===== config.mk =====
export PLATFORM = sky130hd
export DESIGN_NAME = esc_passthrough_ctrl_flat
export DESIGN_NICKNAME = d
export VERILOG_FILES = /design/src/rtl/esc_pt_pkg.sv /design/src/rtl/esc_passthrough_ctrl_if.sv /design/src/rtl/esc_passthrough_ctrl_pt_timer.sv /design/src/rtl/esc_passthrough_ctrl.sv /design/src/flat_wrapper.sv
export SDC_FILE = /design/constraint.sdc
export NUM_CORES = 1
export LEC_CHECK = 0
export ABC_AREA = 1
export CAP_MARGIN = 20
export CORE_MARGIN = 2
export CORE_UTILIZATION = 45
export CTS_CLUSTER_DIAMETER = 150
export DETAILED_ROUTE_END_ITERATION = 8
export HOLD_SLACK_MARGIN = 0.15
export SLEW_MARGIN = 20
export SYNTH_ARGS = -nofsm -noshare
export SYNTH_HDL_FRONTEND = slang
export SYNTH_HIERARCHICAL = 1
export SYNTH_SLANG_ARGS = --single-unit

===== constraint.sdc =====
create_clock -name clk -period 5.7 [get_ports clk]
set_input_delay 1.14 -clock clk [delete_from_list [all_inputs] [get_ports clk]]
set_output_delay 1.14 -clock clk [all_outputs]
set_load 0.02 [all_outputs]

===== src/rtl/esc_pt_pkg.sv =====
// Shared types and helpers for the ESC passthrough sequencer.
// Latency: n/a (declarations only).
// Backpressure: n/a.
package esc_pt_pkg;

  localparam int STATE_W = 3;

  typedef enum logic [STATE_W-1:0] {
    ST_IDLE     = 3'd0,
    ST_DRAIN    = 3'd1,
    ST_BREAK    = 3'd2,
    ST_GUARD    = 3'd3,
    ST_PASSTHRU = 3'd4,
    ST_EXIT     = 3'd5
  } pt_state_e;

  // Width of a counter able to hold the largest of the three cycle counts.
  function automatic int cnt_width(input int a, input int b, input int c);
    int m;
    m = a;
    if (b > m) m = b;
    if (c > m) m = c;
    return (m < 1) ? 1 : $clog2(m + 1);
  endfunction

endpackage


===== src/rtl/esc_passthrough_ctrl_if.sv =====
// Register-block / pin-mux facing signal bundle of the passthrough sequencer.
// Latency: n/a (wiring only).
// Backpressure: n/a; pt_req is a level request, no handshake.
interface esc_pt_if
  import esc_pt_pkg::*;
#(
  parameter int NUM_MOTORS = 4
);
  localparam int SEL_W = (NUM_MOTORS > 1) ? $clog2(NUM_MOTORS) : 1;

  logic               pt_req;
  logic [SEL_W-1:0]   motor_sel;
  logic               timeout_clr;
  logic               dshot_idle;
  logic               bridge_active;
  logic               dshot_enable;
  logic               bridge_enable;
  logic [SEL_W-1:0]   mux_sel;
  logic               force_low_oe;
  logic [STATE_W-1:0] state;
  logic               busy;
  logic               timeout_flag;

  // Register block / surrounding engines side.
  modport master (
    output pt_req, motor_sel, timeout_clr, dshot_idle, bridge_active,
    input  dshot_enable, bridge_enable, mux_sel, force_low_oe, state, busy, timeout_flag
  );

  // Sequencer side.
  modport slave (
    input  pt_req, motor_sel, timeout_clr, dshot_idle, bridge_active,
    output dshot_enable, bridge_enable, mux_sel, force_low_oe, state, busy, timeout_flag
  );

endinterface


===== src/rtl/esc_passthrough_ctrl_pt_timer.sv =====
// Saturating up-counter with synchronous clear and a done-compare against a limit.
// Latency: clear/increment take effect on the next edge; done is combinational on count.
// Backpressure: none; inc simply stalls at the all-ones value.
module pt_timer #(
  parameter int W = 8
) (
  input  logic         clk,
  input  logic         rst_n,
  input  logic         clr,
  input  logic         inc,
  input  logic [W-1:0] limit,
  output logic         done
);

  localparam logic [W-1:0] CNT_MAX = '1;

  logic [W-1:0] count;

  // Count up while enabled, clear has priority, never wrap past all-ones.
  always_ff @(posedge clk) begin
    if (!rst_n) begin
      count <= '0;
    end else if (clr) begin
      count <= '0;
    end else if (inc && (count != CNT_MAX)) begin
      count <= count + 1'b1;
    end
  end

  assign done = (count >= limit);

endmodule


===== src/rtl/esc_passthrough_ctrl.sv =====
// Sequences one ESC pin from DSHOT through break, guard and UART passthrough and back.
// Latency: every output follows the causing input by one clock (registered from next state).
// Backpressure: DRAIN waits on dshot_idle; pt_req is ignored while EXIT settles.
module esc_passthrough_ctrl
  import esc_pt_pkg::*;
#(
  parameter int NUM_MOTORS          = 4,
  parameter int BREAK_CYCLES        = 1_440_000,
  parameter int GUARD_CYCLES        = 72_000,
  parameter int IDLE_TIMEOUT_CYCLES = 0
) (
  input logic  clk,
  input logic  rst_n,
  esc_pt_if.slave bus
);

  localparam int SEL_W = (NUM_MOTORS > 1) ? $clog2(NUM_MOTORS) : 1;
  localparam int CNT_W = cnt_width(BREAK_CYCLES, GUARD_CYCLES, IDLE_TIMEOUT_CYCLES);

  // Done fires during the last cycle in a state, so a state with limit N-1 lasts N cycles.
  localparam logic [CNT_W-1:0] BREAK_LIM = CNT_W'((BREAK_CYCLES > 0) ? BREAK_CYCLES - 1 : 0);
  localparam logic [CNT_W-1:0] GUARD_LIM = CNT_W'((GUARD_CYCLES > 0) ? GUARD_CYCLES - 1 : 0);
  localparam logic [CNT_W-1:0] IDLE_LIM  =
    CNT_W'((IDLE_TIMEOUT_CYCLES > 0) ? IDLE_TIMEOUT_CYCLES - 1 : 0);
  localparam bit TIMEOUT_EN = (IDLE_TIMEOUT_CYCLES != 0);

  pt_state_e        state_q;
  pt_state_e        state_d;
  logic             state_change;
  logic             timeout_hit;
  logic             idle_expired;
  logic             start_seq;
  logic             st_done;
  logic             idle_done;
  logic             idle_clr;
  logic [CNT_W-1:0] st_limit;

  logic             dshot_enable_q;
  logic             bridge_enable_q;
  logic             force_low_oe_q;
  logic             busy_q;
  logic             timeout_flag_q;
  logic [SEL_W-1:0] mux_sel_q;

  // Per-state dwell timer, restarted on every state change.
  assign st_limit = (state_q == ST_BREAK) ? BREAK_LIM : GUARD_LIM;

  pt_timer #(.W(CNT_W)) u_state_timer (
    .clk   (clk),
    .rst_n (rst_n),
    .clr   (state_change),
    .inc   (1'b1),
    .limit (st_limit),
    .done  (st_done)
  );

  // Inactivity timer: only runs in PASSTHRU, any bridge traffic restarts it.
  assign idle_clr = state_change || bus.bridge_active || (state_q != ST_PASSTHRU);

  pt_timer #(.W(CNT_W)) u_idle_timer (
    .clk   (clk),
    .rst_n (rst_n),
    .clr   (idle_clr),
    .inc   (1'b1),
    .limit (IDLE_LIM),
    .done  (idle_done)
  );

  assign idle_expired = TIMEOUT_EN && !bus.bridge_active && idle_done;

  // State register.
  always_ff @(posedge clk) begin
    if (!rst_n) begin
      state_q <= ST_IDLE;
    end else begin
      state_q <= state_d;
    end
  end

  // Next-state decode; a dropped request always beats the inactivity timeout.
  always_comb begin
    state_d     = state_q;
    timeout_hit = 1'b0;
    case (state_q)
      ST_IDLE: begin
        if (bus.pt_req) state_d = ST_DRAIN;
      end
      ST_DRAIN: begin
        if (!bus.pt_req)         state_d = ST_IDLE;
        else if (bus.dshot_idle) state_d = ST_BREAK;
      end
      ST_BREAK: begin
        if (!bus.pt_req)  state_d = ST_EXIT;
        else if (st_done) state_d = ST_GUARD;
      end
      ST_GUARD: begin
        if (!bus.pt_req)  state_d = ST_EXIT;
        else if (st_done) state_d = ST_PASSTHRU;
      end
      ST_PASSTHRU: begin
        if (!bus.pt_req) begin
          state_d = ST_EXIT;
        end else if (idle_expired) begin
          state_d     = ST_EXIT;
          timeout_hit = 1'b1;
        end
      end
      ST_EXIT: begin
        if (st_done) state_d = ST_IDLE;
      end
      default: state_d = ST_EXIT;
    endcase
  end

  assign state_change = (state_d != state_q);
  assign start_seq    = (state_q == ST_IDLE) && (state_d == ST_DRAIN);

  // Output registers decoded from the next state so they line up with state_q.
  always_ff @(posedge clk) begin
    if (!rst_n) begin
      dshot_enable_q  <= 1'b1;
      bridge_enable_q <= 1'b0;
      force_low_oe_q  <= 1'b0;
      busy_q          <= 1'b0;
      mux_sel_q       <= '0;
      timeout_flag_q  <= 1'b0;
    end else begin
      dshot_enable_q  <= (state_d == ST_IDLE);
      bridge_enable_q <= (state_d == ST_PASSTHRU);
      force_low_oe_q  <= (state_d == ST_BREAK);
      busy_q          <= (state_d != ST_IDLE);
      if (start_seq) mux_sel_q <= bus.motor_sel;
      if (timeout_hit)                         timeout_flag_q <= 1'b1;
      else if (bus.timeout_clr || start_seq)   timeout_flag_q <= 1'b0;
    end
  end

  assign bus.dshot_enable  = dshot_enable_q;
  assign bus.bridge_enable = bridge_enable_q;
  assign bus.force_low_oe  = force_low_oe_q;
  assign bus.busy          = busy_q;
  assign bus.mux_sel       = mux_sel_q;
  assign bus.timeout_flag  = timeout_flag_q;
  assign bus.state         = state_q;

endmodule

===== src/flat_wrapper.sv =====
// flat-port wrapper written by rule: the top's interface ports become plain ports
module esc_passthrough_ctrl_flat import esc_pt_pkg::*;
#(
  parameter int NUM_MOTORS          = 4,
  parameter int BREAK_CYCLES        = 1_440_000,
  parameter int GUARD_CYCLES        = 72_000,
  parameter int IDLE_TIMEOUT_CYCLES = 0
)
  (clk, rst_n, bus_pt_req, bus_motor_sel, bus_timeout_clr, bus_dshot_idle, bus_bridge_active, bus_dshot_enable, bus_bridge_enable, bus_mux_sel, bus_force_low_oe, bus_state, bus_busy, bus_timeout_flag);
  esc_pt_if #(.NUM_MOTORS(NUM_MOTORS)) bus_i ();
  input logic clk;
  input logic rst_n;
  input wire logic [$bits(bus_i.pt_req)-1:0] bus_pt_req;
  input wire logic [$bits(bus_i.motor_sel)-1:0] bus_motor_sel;
  input wire logic [$bits(bus_i.timeout_clr)-1:0] bus_timeout_clr;
  input wire logic [$bits(bus_i.dshot_idle)-1:0] bus_dshot_idle;
  input wire logic [$bits(bus_i.bridge_active)-1:0] bus_bridge_active;
  output wire logic [$bits(bus_i.dshot_enable)-1:0] bus_dshot_enable;
  output wire logic [$bits(bus_i.bridge_enable)-1:0] bus_bridge_enable;
  output wire logic [$bits(bus_i.mux_sel)-1:0] bus_mux_sel;
  output wire logic [$bits(bus_i.force_low_oe)-1:0] bus_force_low_oe;
  output wire logic [$bits(bus_i.state)-1:0] bus_state;
  output wire logic [$bits(bus_i.busy)-1:0] bus_busy;
  output wire logic [$bits(bus_i.timeout_flag)-1:0] bus_timeout_flag;
  assign bus_i.pt_req = bus_pt_req;
  assign bus_i.motor_sel = bus_motor_sel;
  assign bus_i.timeout_clr = bus_timeout_clr;
  assign bus_i.dshot_idle = bus_dshot_idle;
  assign bus_i.bridge_active = bus_bridge_active;
  assign bus_dshot_enable = bus_i.dshot_enable;
  assign bus_bridge_enable = bus_i.bridge_enable;
  assign bus_mux_sel = bus_i.mux_sel;
  assign bus_force_low_oe = bus_i.force_low_oe;
  assign bus_state = bus_i.state;
  assign bus_busy = bus_i.busy;
  assign bus_timeout_flag = bus_i.timeout_flag;
  esc_passthrough_ctrl #(.NUM_MOTORS(NUM_MOTORS), .BREAK_CYCLES(BREAK_CYCLES), .GUARD_CYCLES(GUARD_CYCLES), .IDLE_TIMEOUT_CYCLES(IDLE_TIMEOUT_CYCLES)) u_core (.clk(clk), .rst_n(rst_n), .bus(bus_i));
endmodule

==> results of run 1 <==
[routing by layer]
layer,vias up,global-route usage (%)
met5,-,0
met4,0,6.14
met3,5,3.10
met2,45,29.7
met1,1006,28.5
li1,1295,-
[cell type report]
cell class | instances | area (µm²)
Inverter | 67 | 254
Tap cell | 72 | 90.1
Multi-Input combinational cell | 313 | 1660
Clock inverter | 2 | 12.5
Clock buffer | 6 | 82.6
Sequential cell | 30 | 601
Timing Repair Buffer | 15 | 148
Fill cell | 566 | 2590
[sequential cells by signal, summed over array words and instances (netlist names)]
| register | flops |
|---|---|
| u_core/bus.state | 3 |
| u_core/u_state_timer/count | 21 |
| u_core/bus.bridge_enable | 1 |
| u_core/bus.dshot_enable | 1 |
| u_core/bus.mux_sel | 2 |
| u_core/bus.force_low_oe | 1 |
| u_core/bus.busy | 1 |
[path summary, 6_finish.rpt]
| kind | end | slack (ns) | cells past startpoint |
|---|---|---|---|
| setup reg to reg | u_core/u_state_timer/count[7]$_SDFFE_PP0P_ | 1.98 | 24 |
| setup / recovery | u_core/u_state_timer/count[7]$_SDFFE_PP0P_ | 1.98 | 24 |
| hold reg to reg | u_core/bus.mux_sel[0]$_SDFFE_PN0P_ | 0.49 | 2 |
| hold / removal | u_core/bus.mux_sel[0]$_SDFFE_PN0P_ | 0.49 | 2 |
[power groups by stage]
stage	Sequential (mW)	Combinational (mW)	Clock (mW)
floorplan	0.229	0.0531	0
global placement	0.226	0.0780	0
detailed placement	0.225	0.0789	0
CTS	0.221	0.0793	0.189
global route	0.222	0.0913	0.196
finish	0.221	0.0791	0.180
[kinds of logic (layout without fill, tap and decap cells)]
kind of cell	Yosys count	in the layout	share of synthesized area, %
flip-flops	30	30	24.1
AO/OA/AOI/OAI	34	34	7.12
other	2	21	0.301
buffers and inverters	72	90	12.3
XOR/XNOR	2	2	0.702
AND/OR/NAND/NOR	234	234	44.5
adder cells (fa/ha/maj)	22	22	11.0
[Yosys cell counts (2+ instances only)]
| master | number | area share [%] |
|---|---|---|
| sky130_fd_sc_hd__inv_1 | 63 | 9.5 |
| sky130_fd_sc_hd__inv_2 | 2 | 0.30 |
| sky130_fd_sc_hd__dfxtp_1 | 30 | 24 |
| sky130_fd_sc_hd__nor2_1 | 59 | 8.9 |
| sky130_fd_sc_hd__nand2_4 | 4 | 1.8 |
| sky130_fd_sc_hd__ha_1 | 22 | 11 |
| sky130_fd_sc_hd__o21ai_0 | 9 | 1.8 |
| sky130_fd_sc_hd__nor3_1 | 6 | 1.2 |
| sky130_fd_sc_hd__nand3_1 | 27 | 5.4 |
| sky130_fd_sc_hd__conb_1 | 2 | 0.30 |
| sky130_fd_sc_hd__nand2_1 | 103 | 15 |
| sky130_fd_sc_hd__nor2_2 | 5 | 1.3 |
| sky130_fd_sc_hd__nand4_1 | 12 | 3.0 |
| sky130_fd_sc_hd__xor2_1 | 2 | 0.70 |
| sky130_fd_sc_hd__nor2_4 | 8 | 3.6 |
| sky130_fd_sc_hd__a21oi_1 | 22 | 4.4 |
| sky130_fd_sc_hd__buf_6 | 4 | 1.8 |
| sky130_fd_sc_hd__nand2_2 | 4 | 1.0 |
[metrics by stage]
| stage | utilization [%] | setup WS [ns] | power [mW] |
|---|---|---|---|
| final | 52.4 | 1.98 | 0.480 |
| after global routing | 52.4 | 1.43 | 0.509 |
| after CTS | 52.4 | 1.90 | 0.489 |
| after detailed placement | 50.6 | 1.92 | 0.304 |
| after global placement | 50.6 | 1.97 | 0.304 |
| after floorplan | - | 2.51 | 0.282 |
[critical path: stages, from the launching register on]
cell and delay (ns):
sky130_fd_sc_hd__dfxtp_1 0.50, sky130_fd_sc_hd__inv_2 0.07, sky130_fd_sc_hd__nor2_1 0.17, sky130_fd_sc_hd__inv_1 0.06, sky130_fd_sc_hd__nor2_1 0.42, sky130_fd_sc_hd__inv_1 0.10, sky130_fd_sc_hd__ha_1 0.34, sky130_fd_sc_hd__nand2_1 0.09
sky130_fd_sc_hd__inv_1 0.05, sky130_fd_sc_hd__nand4_1 0.12, sky130_fd_sc_hd__nor2_1 0.06, sky130_fd_sc_hd__nand2_1 0.08, sky130_fd_sc_hd__nand4_1 0.19, sky130_fd_sc_hd__inv_1 0.12, sky130_fd_sc_hd__nand2_1 0.06, sky130_fd_sc_hd__nand3_1 0.08
sky130_fd_sc_hd__nand2_1 0.07, sky130_fd_sc_hd__nor2_2 0.22, sky130_fd_sc_hd__nand2_2 0.11, sky130_fd_sc_hd__nand2_1 0.07, sky130_fd_sc_hd__nand3_1 0.06, sky130_fd_sc_hd__nor2_1 0.10, sky130_fd_sc_hd__buf_4 0.23, sky130_fd_sc_hd__inv_1 0.14
sky130_fd_sc_hd__a21oi_1 0.13
==> results.md, run 1 <==
| Step | Item | This run |
| --- | --- | --- |
| run status | Run status | completed |
| sta | Number of setup violations in the final report | 0 |
| logic synthesis | Syn_area_per_cell | 6.30 µm² |
| logic synthesis | Number of synthesized register bits | 30 |
| power and ir drop | Cell internal pwr | 0.343 mW |
| finish | Highest-count cells in the layout ignoring fill and taps | 103 x sky130_fd_sc_hd__nand2_1, 63 x sky130_fd_sc_hd__inv_1, 59 x sky130_fd_sc_hd__nor2_1, 30 x sky130_fd_sc_hd__dfxtp_1, 27 x sky130_fd_sc_hd__nand3_1 |
| worst setup path | Startpoint kind of the worst setup timing path | flip-flop |
| placement | Port-buffer cells | 14 |
| logic synthesis | Async set or reset register ratio after synthesis | 0% |
| job | Max capacitance violation total | 0 |
| drt | DR top layer | met4 |
| clocking | Clock Sinks | 30 |
| placement | Post-placement cell area | 2750 µm² |
| floorplan | Die area | 6160 µm² |
| min path | Worst hold path class | flip-flop to flip-flop |
| min path | Critical hold path startpoint | u_core/bus.mux_sel[0]$_SDFFE_PN0P_ |
| power and ir drop | Part of the total power dissipated in combinational logic | 16.5% |
| logic synthesis | Main flop type after synthesis | sky130_fd_sc_hd__dfxtp_1 |
| power and ir drop | Maximum ir drop on the vdd rail | 0.112 mV |
| sta | Worst slew margin relative to its limit | 63.9% |
| power and ir drop | Proportion of total power due to net switching | 28.6% |
| global route | Global-route wire length before repair | 9.58 mm |
| clocking | CTS tree | yes |
| sta | Worst hold slack across all endpoints | 0.487 ns |
| drt | Wire length per cell | 10.8 µm |
| placement | Detailed-placement wirelength estimate | 4.38 mm |
| clocking | Post-CTS resize count | 0 |
| finish | Post-route standard cell area excluding fillers | 2850 µm² |
| sta | Transition time of the tightest slew-check pin | 0.540 ns |
| worst setup path | Required arrival time at the worst endpoint | 5.91 ns |
| worst setup path | Data arrival time at the worst-slack endpoint | 3.93 ns |
| drt | Sum of routed wire length over all layers | 5.44 mm |
| sta | Endpoints failing hold | 0 |
| finish | Post-layout nets | 462 |
| worst setup path | Critical Path Sink Type | flip-flop |
| logic synthesis | Syn Std Cell Area | 2500 µm² |
| sta | Pins over their slew limit | 0 |
| drt | Initial DRT Pass Iterations | 4 |
| power and ir drop | P_sw | 0.137 mW |
| global route | Via count of the first global-routing pass | 2075 |
| logic synthesis | Number of instances in the synthesized netlist | 396 |
| floorplan | Starting density of the core | 45.9% |
| floorplan | Core region area | 5440 µm² |
| drt | Detail Route met3 WL | 241 µm |
| power and ir drop | Pwr/cell area | 169 nW/µm² |
| sta | Tcrit/Tclk final | 65.2% |
| logic synthesis | Sequential element share of the synthesized area | 24.1% |
| clocking | Root buffer selected by CTS | sky130_fd_sc_hd__clkbuf_8 |
| floorplan | Floorplan row count | 27 |
| placement | Weighted congestion at the end of routability-driven global placement | 0.863 |
| floorplan | Die width | 78.5 µm |
| sta | Setup clock skew after layout | 0.00495 ns |
| drt | DR WL met2 | 2.31 mm |
| logic synthesis | Count of different cell masters after synthesis | 30 |
| clocking | Clock latency of the later-clocked register in the worst-skew pair | 0.28 ns |
| drt | Total routed wire length on the met1 layer | 2.81 mm |
| clocking | Clock-pin slew on the worst setup and hold paths | 0.07 ns |
| sta | Tmin final | 3.72 ns |
| sta | Maximum operating frequency | 0.269 GHz |
| power and ir drop | Clock share of power | 37.5% |
| drt | Detailed-route via count | 2351 |
| placement | Count of placed standard cells including taps | 497 |
| finish | Area growth syn-to-layout | 14.1% |
| drt | Remaining DRCs | 0 |
| sta | Total Neg Setup Slack | 0 ns |
| clocking | Postcts setup bufs | 0 |
| logic synthesis | Number of synthesized flops with an enable pin | 0 |
| global route | GRT Residual Overflow | 0 |
| global route | Antenna violations before repair | 0 |
| drt | Routed vias/inst | 4.66 |
| finish | Antenna diodes | 0 |
| global route | Overall global routing resource usage | 19.6% |
| finish | Post-route non-filler standard cell count | 505 |
| logic synthesis | Number of warnings reported in the yosys synthesis log | 6 |
| global route | Pin count of the biggest net entering global routing | 20 |
| clocking | TritonCTS buffer count | 5 |
| clocking | H-tree depth | 2 |
| clocking | Maximum number of buffers from clock root to sink | 2 |
| drt | Antenna-violating nets left | 0 |
| power and ir drop | Proportion of power drawn by flip-flops and latches | 46.0% |
| clocking | Number of hold buffers added after CTS | 0 |
| finish | Layout cells sized above 1 | 8.55% |
| sta | Unrepaired setup endpoints after global routing | no |
| worst setup path | FF-to-FF Start | u_core/bus.state[1]$_SDFF_PN0_ |
| finish | Most common library cell in the layout ignoring fill and taps | sky130_fd_sc_hd__nand2_1 |
| floorplan | Y dimension of the die | 78.5 µm |
| power and ir drop | Leak Pwr | 1.38 nW |
| worst setup path | Launching instance or port of the critical path | u_core/bus.state[1]$_SDFF_PN0_ |
| floorplan | Boundary pin count | 18 |
| worst setup path | Worst Path Class, Setup | flip-flop to flip-flop |
| drt | Count of routing violations after the opening detailed-route iteration | 127 |
| worst setup path | Maximum fanout along the worst path | 16 |
No activity file was read; power rests on OpenSTA's default activity.
==> inputs of run 2 (changes only) <==
- clock period: 5.7 -> 3.6 ns (I/O delays scaled with it)
==> run 2 against run 1 <==
- critical path type unchanged
- die area unchanged
- sequential power increased by 57%
- sequential share of layout area decreased by 0.33 points
- worst hold slack improved by 0.0023 ns
- largest cell class unchanged
- clock-buffer cell count increased by 1
- highest routed layer unchanged
==> results.md, run 2 (synthesized netlist as in run 1, its figures left out) <==
| Step | Item | This run | Delta |
| --- | --- | --- | --- |
| run status | Run status | completed | unchanged |
| worst setup path | Worst setup path end | u_core/u_state_timer/count[13]$_SDFFE_PP0P_ | was u_core/u_state_timer/count[7]$_SDFFE_PP0P_ |
| finish | Area growth syn-to-layout | 15.9% | was 14.1% |
| sta | Maximum operating frequency | 0.314 GHz | was 0.269 GHz |
| worst setup path | Startpoint kind of the worst setup timing path | flip-flop | unchanged |
| global route | Overall global routing resource usage | 20.5% | was 19.6% |
| sta | Worst hold slack across all endpoints | 0.489 ns | was 0.487 ns |
| clocking | Postcts setup bufs | 0 | unchanged |
| drt | Detailed-route via count | 2368 | was 2351 |
| power and ir drop | Cell internal pwr | 0.548 mW | was 0.343 mW |
| sta | Total Neg Setup Slack | 0 ns | unchanged |
| floorplan | Floorplan row count | 27 | unchanged |
| finish | Number of flip-flops under the largest register name | 21 | unchanged |
| global route | Met3 Resource Use GR | 3.91% | was 3.10% |
| floorplan | Y dimension of the die | 78.5 µm | unchanged |
| global route | Met2 routing resource usage after global routing | 30.6% | was 29.7% |
| placement | Weighted congestion at the end of routability-driven global placement | 0.791 | was 0.863 |
| sta | Setup clock skew after layout | 0.00477 ns | was 0.00495 ns |
| min path | Worst hold path class | flip-flop to flip-flop | unchanged |
| worst setup path | Launching instance or port of the critical path | u_core/bus.state[1]$_SDFF_PN0_ | unchanged |
| sta | Number of setup violations in the final report | 0 | unchanged |
| floorplan | Boundary pin count | 18 | unchanged |
| clocking | Maximum number of buffers from clock root to sink | 2 | unchanged |
| global route | Busiest grt layer | met2 | unchanged |
| global route | Global-route wire length before repair | 9.92 mm | was 9.58 mm |
| worst setup path | Worst Path Class, Setup | flip-flop to flip-flop | unchanged |
| worst setup path | FF-to-FF Start | u_core/bus.state[1]$_SDFF_PN0_ | unchanged |
| worst setup path | Maximum fanout along the worst path | 13 | was 16 |
| power and ir drop | Pwr/cell area | 264 nW/µm² | was 169 nW/µm² |
| floorplan | Starting density of the core | 45.9% | unchanged |
| power and ir drop | Part of the total power dissipated in combinational logic | 18.1% | was 16.5% |
| global route | Met1 usage in global routing | 29.5% | was 28.5% |
| drt | Remaining DRCs | 0 | unchanged |
| sta | Unrepaired setup endpoints after global routing | no | unchanged |
| placement | Detailed-placement wirelength estimate | 4.55 mm | was 4.38 mm |
| power and ir drop | Clock share of power | 36.6% | was 37.5% |
| floorplan | Core region area | 5440 µm² | unchanged |
| worst setup path | Setup slack on the worst flop-to-flop path | 0.42 ns | was 1.98 ns |
| clocking | Clock Sinks | 30 | unchanged |
| drt | Wire length per cell | 11.1 µm | was 10.8 µm |
| sta | Endpoints failing hold | 0 | unchanged |
| finish | Biggest register | u_core/u_state_timer/count | unchanged |
| finish | Core Util, Final | 53.2% | was 52.4% |
| global route | Pin count of the biggest net entering global routing | 20 | unchanged |
| sta | Pins over their slew limit | 0 | unchanged |
| placement | Port-buffer cells | 14 | unchanged |
| clocking | Clock latency of the later-clocked register in the worst-skew pair | 0.28 ns | about the same |
| worst setup path | Cells on worst reg2reg path | 25 | was 24 |
| power and ir drop | Maximum ir drop on the vdd rail | 0.236 mV | was 0.112 mV |
| worst setup path | Critical Path Sink Type | flip-flop | unchanged |
| worst setup path | Critical register-to-register path endpoint | u_core/u_state_timer/count[13]$_SDFFE_PP0P_ | was u_core/u_state_timer/count[7]$_SDFFE_PP0P_ |
| drt | Antenna-violating nets left | 0 | unchanged |
| sta | Tmin final | 3.18 ns | was 3.72 ns |
| clocking | Clock-pin slew on the worst setup and hold paths | 0.07 ns | about the same |
| sta | Tcrit/Tclk final | 88.4% | was 65.2% |
| worst setup path | Required arrival time at the worst endpoint | 3.83 ns | was 5.91 ns |
| finish | Total of fill cells in the finished design | 571 | was 566 |
| drt | Count of routing violations after the opening detailed-route iteration | 135 | was 127 |
| clocking | CTS tree | yes | unchanged |
| power and ir drop | Leak Pwr | 1.41 nW | was 1.38 nW |
| worst setup path | Data arrival time at the worst-slack endpoint | 3.41 ns | was 3.93 ns |
| power and ir drop | Proportion of total power due to net switching | 28.3% | was 28.6% |
| clocking | H-tree depth | 2 | unchanged |
| job | Max capacitance violation total | 0 | unchanged |
| global route | Via count of the first global-routing pass | 2144 | was 2075 |
| finish | Antenna diodes | 0 | unchanged |
| finish | Most common library cell in the layout ignoring fill and taps | sky130_fd_sc_hd__nand2_1 | unchanged |
| finish | Highest-count cells in the layout ignoring fill and taps | 103 x sky130_fd_sc_hd__nand2_1, 63 x sky130_fd_sc_hd__inv_1, 57 x sky130_fd_sc_hd__nor2_1, 30 x sky130_fd_sc_hd__dfxtp_1, 27 x sky130_fd_sc_hd__nand3_1 | was 103 x sky130_fd_sc_hd__nand2_1, 63 x sky130_fd_sc_hd__inv_1, 59 x sky130_fd_sc_hd__nor2_1, 30 x sky130_fd_sc_hd__dfxtp_1, 27 x sky130_fd_sc_hd__nand3_1 |
| global route | Antenna violations before repair | 0 | unchanged |
| drt | Initial DRT Pass Iterations | 4 | unchanged |
| floorplan | Die area | 6160 µm² | unchanged |
| clocking | Post-CTS resize count | 0 | unchanged |
| clocking | Root buffer selected by CTS | sky130_fd_sc_hd__clkbuf_8 | unchanged |
| finish | Layout cells sized above 1 | 9.61% | was 8.55% |
| power and ir drop | P_sw | 0.217 mW | was 0.137 mW |
| clocking | TritonCTS buffer count | 5 | unchanged |
| drt | Routed vias/inst | 4.65 | was 4.66 |
| global route | GRT Residual Overflow | 0 | unchanged |
| clocking | Number of hold buffers added after CTS | 0 | unchanged |
| finish | Post-layout nets | 466 | was 462 |
| power and ir drop | Proportion of power drawn by flip-flops and latches | 45.3% | was 46.0% |
| floorplan | Die width | 78.5 µm | unchanged |
| drt | Sum of routed wire length over all layers | 5.66 mm | was 5.44 mm |
==> run 2: cell types whose count changed in the layout (fill, tap and decap cells not counted), sizes merged <==
cell / change
clkinvlp: -1
clkbuf: +1
buf: +4
==> run 2: power groups by stage <==
stage	clock network, mW	logic [mW]	registers [mW]
2_1_floorplan	0	0.0840	0.363
3_3_place_gp	0	0.130	0.354
3_5_place_dp	0	0.132	0.354
4_1_cts	0.293	0.133	0.346
5_1_grt	0.304	0.158	0.347
6_report	0.280	0.138	0.346
==> run 2: per-layer routing <==
layer  wire (µm)  vias to the layer above
met5           0                        -
met1        2940                     1033
met2        2460                       27
met3         182                        5
li1            -                     1303
met4          79                        0
==> run 2: final cells by class <==
type	instances	area [µm²]	share of cell area, %
multi-input combinational	313	1680	57.9
clock inverter	1	5.00	0.173
sequential	30	601	20.8
tap	72	90.1	3.11
timing repair buffer	19	181	6.27
clock buffer	7	86.3	2.98
inverter	67	254	8.78
==> run 2: stage by stage <==
step	area [µm²]	setup slack, ns	cells	total power, mW
5_1_grt	2890	0.0436	509	0.809
3_3_place_gp	2780	0.265	501	0.484
3_5_place_dp	2780	0.230	501	0.486
6_report	2890	0.418	509	0.765
4_1_cts	2870	0.209	509	0.772
2_1_floorplan	2570	0.412	415	0.447
==> run 2: critical path, cell delays in order (launching register included) <==
cell	delay (ns)
sky130_fd_sc_hd__dfxtp_1	0.34
sky130_fd_sc_hd__inv_2	0.05
sky130_fd_sc_hd__nor2_2	0.12
sky130_fd_sc_hd__inv_1	0.05
sky130_fd_sc_hd__nor2_1	0.08
sky130_fd_sc_hd__buf_4	0.15
sky130_fd_sc_hd__inv_1	0.05
sky130_fd_sc_hd__ha_1	0.31
sky130_fd_sc_hd__nand2_1	0.07
sky130_fd_sc_hd__inv_1	0.03
sky130_fd_sc_hd__o21bai_1	0.13
sky130_fd_sc_hd__a21oi_1	0.09
sky130_fd_sc_hd__nor2_1	0.12
sky130_fd_sc_hd__nand4_1	0.21
sky130_fd_sc_hd__inv_1	0.12
sky130_fd_sc_hd__nand2_1	0.06
sky130_fd_sc_hd__nand3_1	0.08
sky130_fd_sc_hd__nand2_1	0.09
sky130_fd_sc_hd__nor2_4	0.17
sky130_fd_sc_hd__nand2_2	0.09
sky130_fd_sc_hd__nand2_1	0.07
sky130_fd_sc_hd__nand3_1	0.11
sky130_fd_sc_hd__nor2_4	0.17
sky130_fd_sc_hd__buf_6	0.19
sky130_fd_sc_hd__nand2_1	0.07
sky130_fd_sc_hd__nor2_1	0.08
==> run 2: how the worst min path moves through the flow <==
| stage | start | endpoint | cells after the start |
|---|---|---|---|
| floorplan | u_core/u_state_timer/count[0]$_SDFFE_PP0P_ | u_core/u_state_timer/count[0]$_SDFFE_PP0P_ | 2 |
| global placement | u_core/bus.mux_sel[0]$_SDFFE_PN0P_ | u_core/bus.mux_sel[0]$_SDFFE_PN0P_ | 2 |
| detailed placement | u_core/bus.mux_sel[0]$_SDFFE_PN0P_ | u_core/bus.mux_sel[0]$_SDFFE_PN0P_ | 2 |
| CTS | u_core/bus.mux_sel[0]$_SDFFE_PN0P_ | u_core/bus.mux_sel[0]$_SDFFE_PN0P_ | 2 |
| global route | u_core/bus.mux_sel[1]$_SDFFE_PN0P_ | u_core/bus.mux_sel[1]$_SDFFE_PN0P_ | 2 |
| finish | u_core/bus.mux_sel[0]$_SDFFE_PN0P_ | u_core/bus.mux_sel[0]$_SDFFE_PN0P_ | 2 |
